===== src/rtl/cpu_types_pkg.sv =====
// Shared CPU/memory-system types; the arbiter pulls its FSM encoding and core limit from here.
package cpu_types_pkg;

  localparam int ARB_CPUS_MAX = 8;

  typedef enum logic [1:0] {
    ARB_IDLE,
    ARB_DGRANT,
    ARB_IGRANT,
    ARB_RELEASE
  } arb_state_t;

endpackage


===== src/rtl/rr_pick.sv =====
// Stateless round-robin picker: first set req bit at or above ptr, wrapping N-1 -> 0.
// Purely combinational, no backpressure; the caller registers the result.
module rr_pick #(
  parameter int N = 2,
  parameter int W = (N > 1) ? $clog2(N) : 1
) (
  input  logic [N-1:0] req,
  input  logic [W-1:0] ptr,
  output logic         found,
  output logic [W-1:0] idx,
  output logic [N-1:0] onehot
);

  always_comb begin
    found  = 1'b0;
    idx    = '0;
    onehot = '0;
    // Scan from farthest offset down so the closest requester to ptr is the last write.
    for (int k = N - 1; k >= 0; k--) begin
      automatic int pos = (int'(ptr) + k) % N;
      if (req[pos]) begin
        found = 1'b1;
        idx   = W'(pos);
      end
    end
    if (found) onehot[idx] = 1'b1;
  end

endmodule


===== src/rtl/coherence_bus_arbiter.sv =====
// Round-robin owner of the shared RAM/coherence bus: one registered one-hot grant (data or instr) at a time.
// Grant one edge after IDLE sees the request; txn_done, holder abort or HOLD_MAX timeout release via a one-cycle turnaround.
module coherence_bus_arbiter
  import cpu_types_pkg::*;
#(
  parameter int CPUS       = 2,
  parameter int STARVE_LIM = 8,
  parameter int HOLD_MAX   = 64,
  localparam int IW        = (CPUS > 1) ? $clog2(CPUS) : 1
) (
  input  logic            CLK,
  input  logic            nRST,
  input  logic [CPUS-1:0] dreq,
  input  logic [CPUS-1:0] ireq,
  input  logic            txn_done,
  output logic [CPUS-1:0] dgrant,
  output logic [CPUS-1:0] igrant,
  output logic [IW-1:0]   grant_id,
  output logic            busy,
  output logic            timeout_err
);

  localparam int SW = $clog2(STARVE_LIM + 1);
  localparam int HW = $clog2(HOLD_MAX);

  if (CPUS < 2 || CPUS > ARB_CPUS_MAX) begin : g_bad_cpus
    $error("coherence_bus_arbiter: CPUS out of range");
  end

  arb_state_t    state;
  logic [IW-1:0] d_ptr, i_ptr;
  logic [SW-1:0] starve_cnt;
  logic [HW-1:0] hold_cnt;

  logic            d_found, i_found;
  logic [IW-1:0]   d_idx, i_idx;
  logic [CPUS-1:0] d_onehot, i_onehot;

  rr_pick #(.N(CPUS), .W(IW)) u_pick_d (
    .req    (dreq),
    .ptr    (d_ptr),
    .found  (d_found),
    .idx    (d_idx),
    .onehot (d_onehot)
  );

  rr_pick #(.N(CPUS), .W(IW)) u_pick_i (
    .req    (ireq),
    .ptr    (i_ptr),
    .found  (i_found),
    .idx    (i_idx),
    .onehot (i_onehot)
  );

  logic          holder_req;
  logic          hold_last;
  logic          starved;
  logic [IW-1:0] next_ptr;

  always_comb begin
    holder_req = (state == ARB_DGRANT) ? dreq[grant_id] : ireq[grant_id];
    hold_last  = (hold_cnt == HW'(HOLD_MAX - 1));
    starved    = (starve_cnt == SW'(STARVE_LIM));
    next_ptr   = (grant_id == IW'(CPUS - 1)) ? '0 : grant_id + IW'(1);
  end

  always_ff @(posedge CLK) begin
    if (!nRST) begin
      state       <= ARB_IDLE;
      dgrant      <= '0;
      igrant      <= '0;
      grant_id    <= '0;
      busy        <= 1'b0;
      timeout_err <= 1'b0;
      d_ptr       <= '0;
      i_ptr       <= '0;
      starve_cnt  <= '0;
      hold_cnt    <= '0;
    end else begin
      timeout_err <= 1'b0;
      if (|ireq && igrant == '0 && !starved) starve_cnt <= starve_cnt + SW'(1);

      case (state)
        ARB_IDLE: begin
          // A starved instruction fetch jumps ahead of pending data traffic.
          if (starved && i_found) begin
            igrant     <= i_onehot;
            grant_id   <= i_idx;
            busy       <= 1'b1;
            starve_cnt <= '0;
            state      <= ARB_IGRANT;
          end else if (d_found) begin
            dgrant   <= d_onehot;
            grant_id <= d_idx;
            busy     <= 1'b1;
            state    <= ARB_DGRANT;
          end else if (i_found) begin
            igrant     <= i_onehot;
            grant_id   <= i_idx;
            busy       <= 1'b1;
            starve_cnt <= '0;
            state      <= ARB_IGRANT;
          end
        end

        ARB_DGRANT, ARB_IGRANT: begin
          hold_cnt <= hold_cnt + HW'(1);
          if (txn_done || !holder_req || hold_last) begin
            state       <= ARB_RELEASE;
            dgrant      <= '0;
            igrant      <= '0;
            busy        <= 1'b0;
            hold_cnt    <= '0;
            timeout_err <= !txn_done && hold_last;
            if (state == ARB_DGRANT) d_ptr <= next_ptr;
            else                     i_ptr <= next_ptr;
          end
        end

        ARB_RELEASE: begin
          hold_cnt <= '0;
          state    <= ARB_IDLE;
        end

        default: state <= ARB_IDLE;
      endcase
    end
  end

endmodule

===== config.mk =====
export PLATFORM = sky130hd
export DESIGN_NAME = coherence_bus_arbiter
export DESIGN_NICKNAME = d
export VERILOG_FILES = /design/src/rtl/cpu_types_pkg.sv /design/src/rtl/rr_pick.sv /design/src/rtl/coherence_bus_arbiter.sv
export SDC_FILE = /design/constraint.sdc
export NUM_CORES = 1
export LEC_CHECK = 0
export ABC_CLOCK_PERIOD_IN_PS = 2800
export CORE_MARGIN = 2
export CORE_UTILIZATION = 25
export DETAILED_ROUTE_END_ITERATION = 8
export PLACE_DENSITY_LB_ADDON = 0.15
export SLEW_MARGIN = 0
export SYNTH_ARGS = -nofsm -noshare
export SYNTH_HDL_FRONTEND = slang
export SYNTH_SLANG_ARGS = --single-unit

===== constraint.sdc =====
create_clock -name CLK -period 2.8 [get_ports CLK]
set_clock_uncertainty 0.2 [all_clocks]
set_input_delay 0.56 -clock CLK [delete_from_list [all_inputs] [get_ports CLK]]
set_output_delay 0.56 -clock CLK [all_outputs]
set_load 0.05 [all_outputs]

== Word-level counts from Yosys, hierarchy flattened ==
Cells that the tools add are included.
Storage, ports and cells
  register bits after elaboration: 21
  input bits: 7
  output and inout bits: 7
  word-level logic and storage cells: 121
Operators by class
  $add $sub $neg: 5
  $lt $le $gt $ge: 9
  equality and inequality tests: 11
  multiplexer cells: 57
  bitwise operators: 3
  reductions and logical operators: 26
Operators by type and width (count)
  two-way mux 1 bit: 33
  two-way mux 2 bit: 11
  two-way mux 4 bit: 5
  case mux 6 bit (2 select lines): 1
  AND reduction 3 bit: 4
  < comparator 1 x 2 -> 1 bit (second input constant): 5
  case mux 2 bit (2 select lines): 2
  AND reduction 4 bit: 2
  adder 6 x 1 -> 6 bit (second input constant): 1
  equality test 6 bit (second input constant): 1
  logical AND 1 bit: 6
  < comparator 2 x 3 -> 1 bit (second input constant): 2
  two-way mux 6 bit: 1
  != test 2 bit (second input constant): 3
  != test 3 bit (second input constant): 2
  case mux 2 bit (3 select lines): 1
  adder 4 x 1 -> 4 bit (second input constant): 1
  equality test 2 bit (second input constant): 2
  equality test 4 bit (second input constant): 1
  zero test 2 bit: 2
  != test 4 bit (second input constant): 1
  AND reduction 2 bit: 2
  nonzero test 2 bit: 2
  OR reduction 2 bit: 2
  other kinds (10): 18

== Longest topological paths before layout ==
  depth after elaboration: 16
  gate-level depth with buffers: 7
  gate-level depth less buffers: 6

== By module ==
A second synthesis with hierarchy kept.
Unflattened totals
  cell total of the unflattened synthesis: 147
  area total of the unflattened synthesis: 1231.2 µm²
By module, submodules not included
  coherence_bus_arbiter: instances 1, cells each 137, area an instance 1166.1 µm², seq. area each 420.4 µm²
  rr_pick: instances 2, cells each 5, area an instance 32.5 µm², seq. area each 0.0 µm²

== Least setup slack after synthesis ==
OpenSTA, ideal clock, no wires.
  path type: register to register
  from: register state[1]
  to: register busy
  setup time: 0.122 ns
  arrival time: 1.638 ns
  required time: 2.478 ns
  slack: 0.840 ns
  stages on the path, launching flop included: 7
  path buffers: 0
  clock period less this slack: 1.960 ns
  cell sequence: dfxtp_1 inv_1 ha_1 mux4_2 o211ai_2 nand2_1 o311a_1
On the way
  word-level cells in the longest chain between the ends: 7
  elaborated cells on any way between the ends: 13
  those cells by class: 4 x eq/ne; 2 x mux; 7 x reduce/logical
Ends and longest elaborated chain
  start: declaration: line coherence_bus_arbiter.sv:30  | arb_state_t state;
  start signal: assignment: line coherence_bus_arbiter.sv:69  | state <= ARB_IDLE;
  start signal: assignment: line coherence_bus_arbiter.sv:91  | state <= ARB_IGRANT;
  start signal: assignment: line coherence_bus_arbiter.sv:96  | state <= ARB_DGRANT;
  equality test 2 x 1 -> 1 bit: line coherence_bus_arbiter.sv:61, coherence_bus_arbiter.sv:83
  two-way mux 1 bit: line coherence_bus_arbiter.sv:61  | holder_req = (state == ARB_DGRANT) ? dreq[grant_id] : ireq[grant_id];
  zero test 1 bit: line coherence_bus_arbiter.sv:108  | if (txn_done || !holder_req || hold_last) begin
  logical OR 1 bit (2 in series): line coherence_bus_arbiter.sv:108
  != test 2 bit (no source line)
  AND reduction 3 bit (no source line)
  end signal: assignment: line coherence_bus_arbiter.sv:95  | busy <= 1'b1;
  end signal: assignment: line coherence_bus_arbiter.sv:100  | busy <= 1'b1;
  end signal: assignment: line coherence_bus_arbiter.sv:112  | busy <= 1'b0;
  end: declaration: line coherence_bus_arbiter.sv:19  | output logic busy,
Several ways; a longest one is shown, not always the timed one.
A chain may end at the register's enable or synchronous reset.

== Worst setup path after layout ==
  from: register grant_id
  to: output grant_id
RTL lines
  start: declaration: line coherence_bus_arbiter.sv:18  | output logic [IW-1:0] grant_id,
  start signal: assignment: line coherence_bus_arbiter.sv:88  | grant_id <= i_idx;
  start signal: assignment: line coherence_bus_arbiter.sv:94  | grant_id <= d_idx;
  start signal: assignment: line coherence_bus_arbiter.sv:99  | grant_id <= i_idx;
No word-level cell between the ends.

==> flow_summary_export.csv <==
group,metric,value,unit
clock_network,path_clk_slew,0.08,ns
floorplanning,placementRows,25,
floorplanning,dieArea,5480,µm²
logic_synthesis,ys_ff_latch,21,
drt,wl,2.60,mm
cells_and_area,register_area,420,µm²
global_routing,grt_max_degree,14,
cells_and_area,fin_area,1460,µm²
critical_path,path_cells,"clkdlybuf4s50_1",
clock_network,cts_sinks,21,
critical_path,crit-reg2reg-launch,"state[0]",
logic_synthesis,netlist_area,1220,µm²
drt,drt_iter0_drc,32,
floorplanning,io_pins,14,
pwr,power_density,938,nW/µm²
global_routing,grt_overflow,0,
floorplanning,dieHeight,74.0,µm
sta,slew_headroom,0.666,
placed_design,dpl-instance-area,1410,µm²
clock_network,clock_latency,0.26,ns
run_status,status,"finished clean",
critical_path,crit_end,"grant_id",
sta,fmax,444,MHz
critical_path,reg2regPathDepth,5,
global_routing,grt_usage,0.108,
clock_network,ctsHoldBuffers,0,
clock_network,root_buffer,"clkbuf_8",
drt,post-route-drc-count,0,
critical_path,path_class,"reg -> out",
sta,tightest_slew,0.499,ns
pwr,peakVddDrop,0.453,mV
critical_path,cp-start-kind,"flop",
critical_path,cpMaxStageDelayCell,"clkdlybuf4s50_1",
sta,slew_violations,0,
clock_network,cts_tree,"built",
cells_and_area,multiInputGateArea,726,µm²
drt,dr.pass1.iters,4,
critical_path,critPathMaxFanout,4,
critical_path,crit_start,"grant_id",
floorplanning,core_area,4720,µm²
drt,dr.max_layer_used,"met3",
logic_synthesis,synth_top_area_share,0.343,
critical_path,path_buf_inv,1,
drt,viasPerCell,4.53,
cells_and_area,nFillCells,503,
logic_synthesis,synthCells,140,
cells_and_area,nets,169,
run,cap_violations,0,
cells_and_area,syn2layout_area_growth,18.8,%
logic_synthesis,synth_nets,155,
pwr,finalPower,1.37,mW
sta,setup-violations-final,0,
logic_synthesis,yosys_warnings,0,
logic_synthesis,yosysSeqAreaShare,0.343,
clock_network,htreeDepth,1,
sta,period_share,0.804,
cells_and_area,diodes,0,
clock_network,numCtsBuffers,3,
drt,ant_nets,0,
hold_path,holdCritPathClass,"reg -> reg",
sta,fin_crit,2.25,ns
critical_path,cp.required,2.04,ns
logic_synthesis,avgSynthCellArea,8.75,µm²
clock_network,ctsResizeCount,0,
placed_design,finalWeightedCongestion,0.736,
critical_path,critPathMaxStageDelay,0.83,ns
clock_network,post_cts_buffers,0,
critical_path,crit_family,"buffers and inverters",
drt,wl_met1,1.27,mm
critical_path,worst-path-stages,1,
placed_design,dpl.hpwl,2.09,mm
floorplanning,die_w,74.0,µm
cells_and_area,drive_gt1_frac,0.0784,
critical_path,r2r-end,"busy",
logic_synthesis,ys_top_cells_by_area,"dfxtp_1 34%, ha_1 8.2%, mux2i_1 6.5%, nand2_1 4.9%, nor2_1 4.3%",
logic_synthesis,yosys.area.top_type,"dfxtp_1",
drt,route.met2.wl,1.27,mm
pwr,p_leak,0.571,nW
floorplanning,start_util,0.259,
global_routing,grt_pass1_vias,983,
logic_synthesis,synth.distinct_cells,38,
critical_path,arrival,1.49,ns
hold_path,min-delay-start,"dgrant[1]",
critical_path,end_kind,"primary output",
drt,vias,996,
drt,wl_met3,69,µm
placed_design,portBuffers,13,
sta,setup_tns,0,ns
clock_network,clockBufferDepth,2,
global_routing,antenna_found_initial,0,
critical_path,r2r_setup_slack,0.63,ns
drt,routedWlPerCell,11.8,µm
sta,finalHoldViolCount,0,
sta,rsz0062_at_grt,"false",
global_routing,grt_pass1_wl,4.55,mm
power breakdown:
part / internal (mW) / switching [mW] / total [mW]
clock: 0.0992 / 0.105 / 0.204
combinational: 0.300 / 0.423 / 0.723
sequential: 0.374 / 0.0648 / 0.439
routing by layer:
| metal | track usage | up-vias |
|---|---|---|
| li1 | - | 514 |
| met1 | 0.144 | 472 |
| met2 | 0.177 | 10 |
| met3 | 0.0325 | 0 |
| met4 | 0.0182 | 0 |
| met5 | 0 | - |
sequential cells by signal, indices dropped and copies added (netlist names):
signal       cells
i_ptr            1
dgrant           2
starve_cnt       4
timeout_err      1
hold_cnt         6
d_ptr            1
state            2
busy             1
igrant           2
grant_id         1
worst register-to-register path, stage by stage (launching register included):
cell and delay [ns]:
dfxtp_1 0.44, ha_1 0.26, mux4_2 0.56, o211ai_2 0.15
nand2_1 0.15, o311a_1 0.31
how the worst min path moves through the flow:
stage           endpoint  slack [ns]  depth (start not counted)
5_1_grt        igrant[0]        0.31                          2
3_5_place_dp   dgrant[1]        0.26                          2
2_1_floorplan      d_ptr        0.24                          2
3_3_place_gp   dgrant[1]        0.25                          2
6_report       dgrant[1]        0.27                          2
4_1_cts        dgrant[1]        0.27                          2
area by class of cell:
class	count	area share
Multi-Input combinational cell	103	0.499
Sequential cell	21	0.289
Timing Repair Buffer	14	0.0946
Tap cell	67	0.0576
Clock buffer	3	0.0284
Inverter	11	0.0284
Clock inverter	1	0.00344
metrics by stage:
stage / hold WS (ns) / instances / utilization / setup slack, ns
2_1_floorplan: 0.235 / 140 / - / 0.840
3_3_place_gp: 0.249 / 216 / 0.298 / 0.344
3_5_place_dp: 0.259 / 216 / 0.298 / 0.301
4_1_cts: 0.272 / 220 / 0.308 / 0.539
5_1_grt: 0.309 / 220 / 0.308 / 0.478
6_report: 0.271 / 220 / 0.308 / 0.550
cell usage in the layout (no fill, tap or decap):
cell,n
o2111ai_1,2
o221ai_1,1
and3b_2,1
nand4b_1,2
inv_1,11
and3b_1,1
and2_1,1
mux2i_1,8
o21ai_0,2
nand2b_1,2
nor2b_1,1
and2b_1,1
xnor2_1,3
o2111a_1,1
and2b_2,1
nor2_1,14
nand3_1,10
clkdlybuf4s50_1,13
o211ai_1,4
or2_2,1
o211ai_2,1
ha_1,8
xor2_1,4
o2bb2ai_1,1
mux4_2,1
o21ai_1,1
a21oi_1,5
dfxtp_1,21
buf_4,1
clkbuf_8,3
nand2_1,16
nand3b_1,2
nor3b_4,1
a31o_2,1
nor3_1,1
nand4_1,3
and4b_1,1
clkinv_2,1
o311a_1,1
kinds of logic (layout without fill, tap and decap cells):
| family | after synthesis | after routing | share of synthesized area |
|---|---|---|---|
| XOR/XNOR | 7 | 7 | 0.0501 |
| AND/OR/NAND/NOR | 59 | 59 | 0.256 |
| buffers and inverters | 16 | 29 | 0.0644 |
| flip-flops | 21 | 21 | 0.343 |
| AO/OA/AOI/OAI | 20 | 20 | 0.121 |
| adder cells (fa/ha/maj) | 8 | 8 | 0.0817 |
| multiplexers | 9 | 9 | 0.0838 |
synth_stat cells (all sizes together):
cell type and n:
o2111a 1, mux2i 8, and4b 1, nand3b 2, and2b 2, nand4 3, o211ai 5, a31o 1
o21ai 3, nand3 10, inv 11, a21oi 5, nor2 14, xnor2 3, buf 3, or2 1
and3b 2, nand4b 2, ha 8, nand2b 2, nor3b 1, and2 1, o311a 1, o221ai 1
clkbuf 2, xor2 4, dfxtp 21, o2bb2ai 1, nand2 16, mux4 1, nor2b 1, nor3 1
o2111ai 2
(Power assumes the default switching activity.)
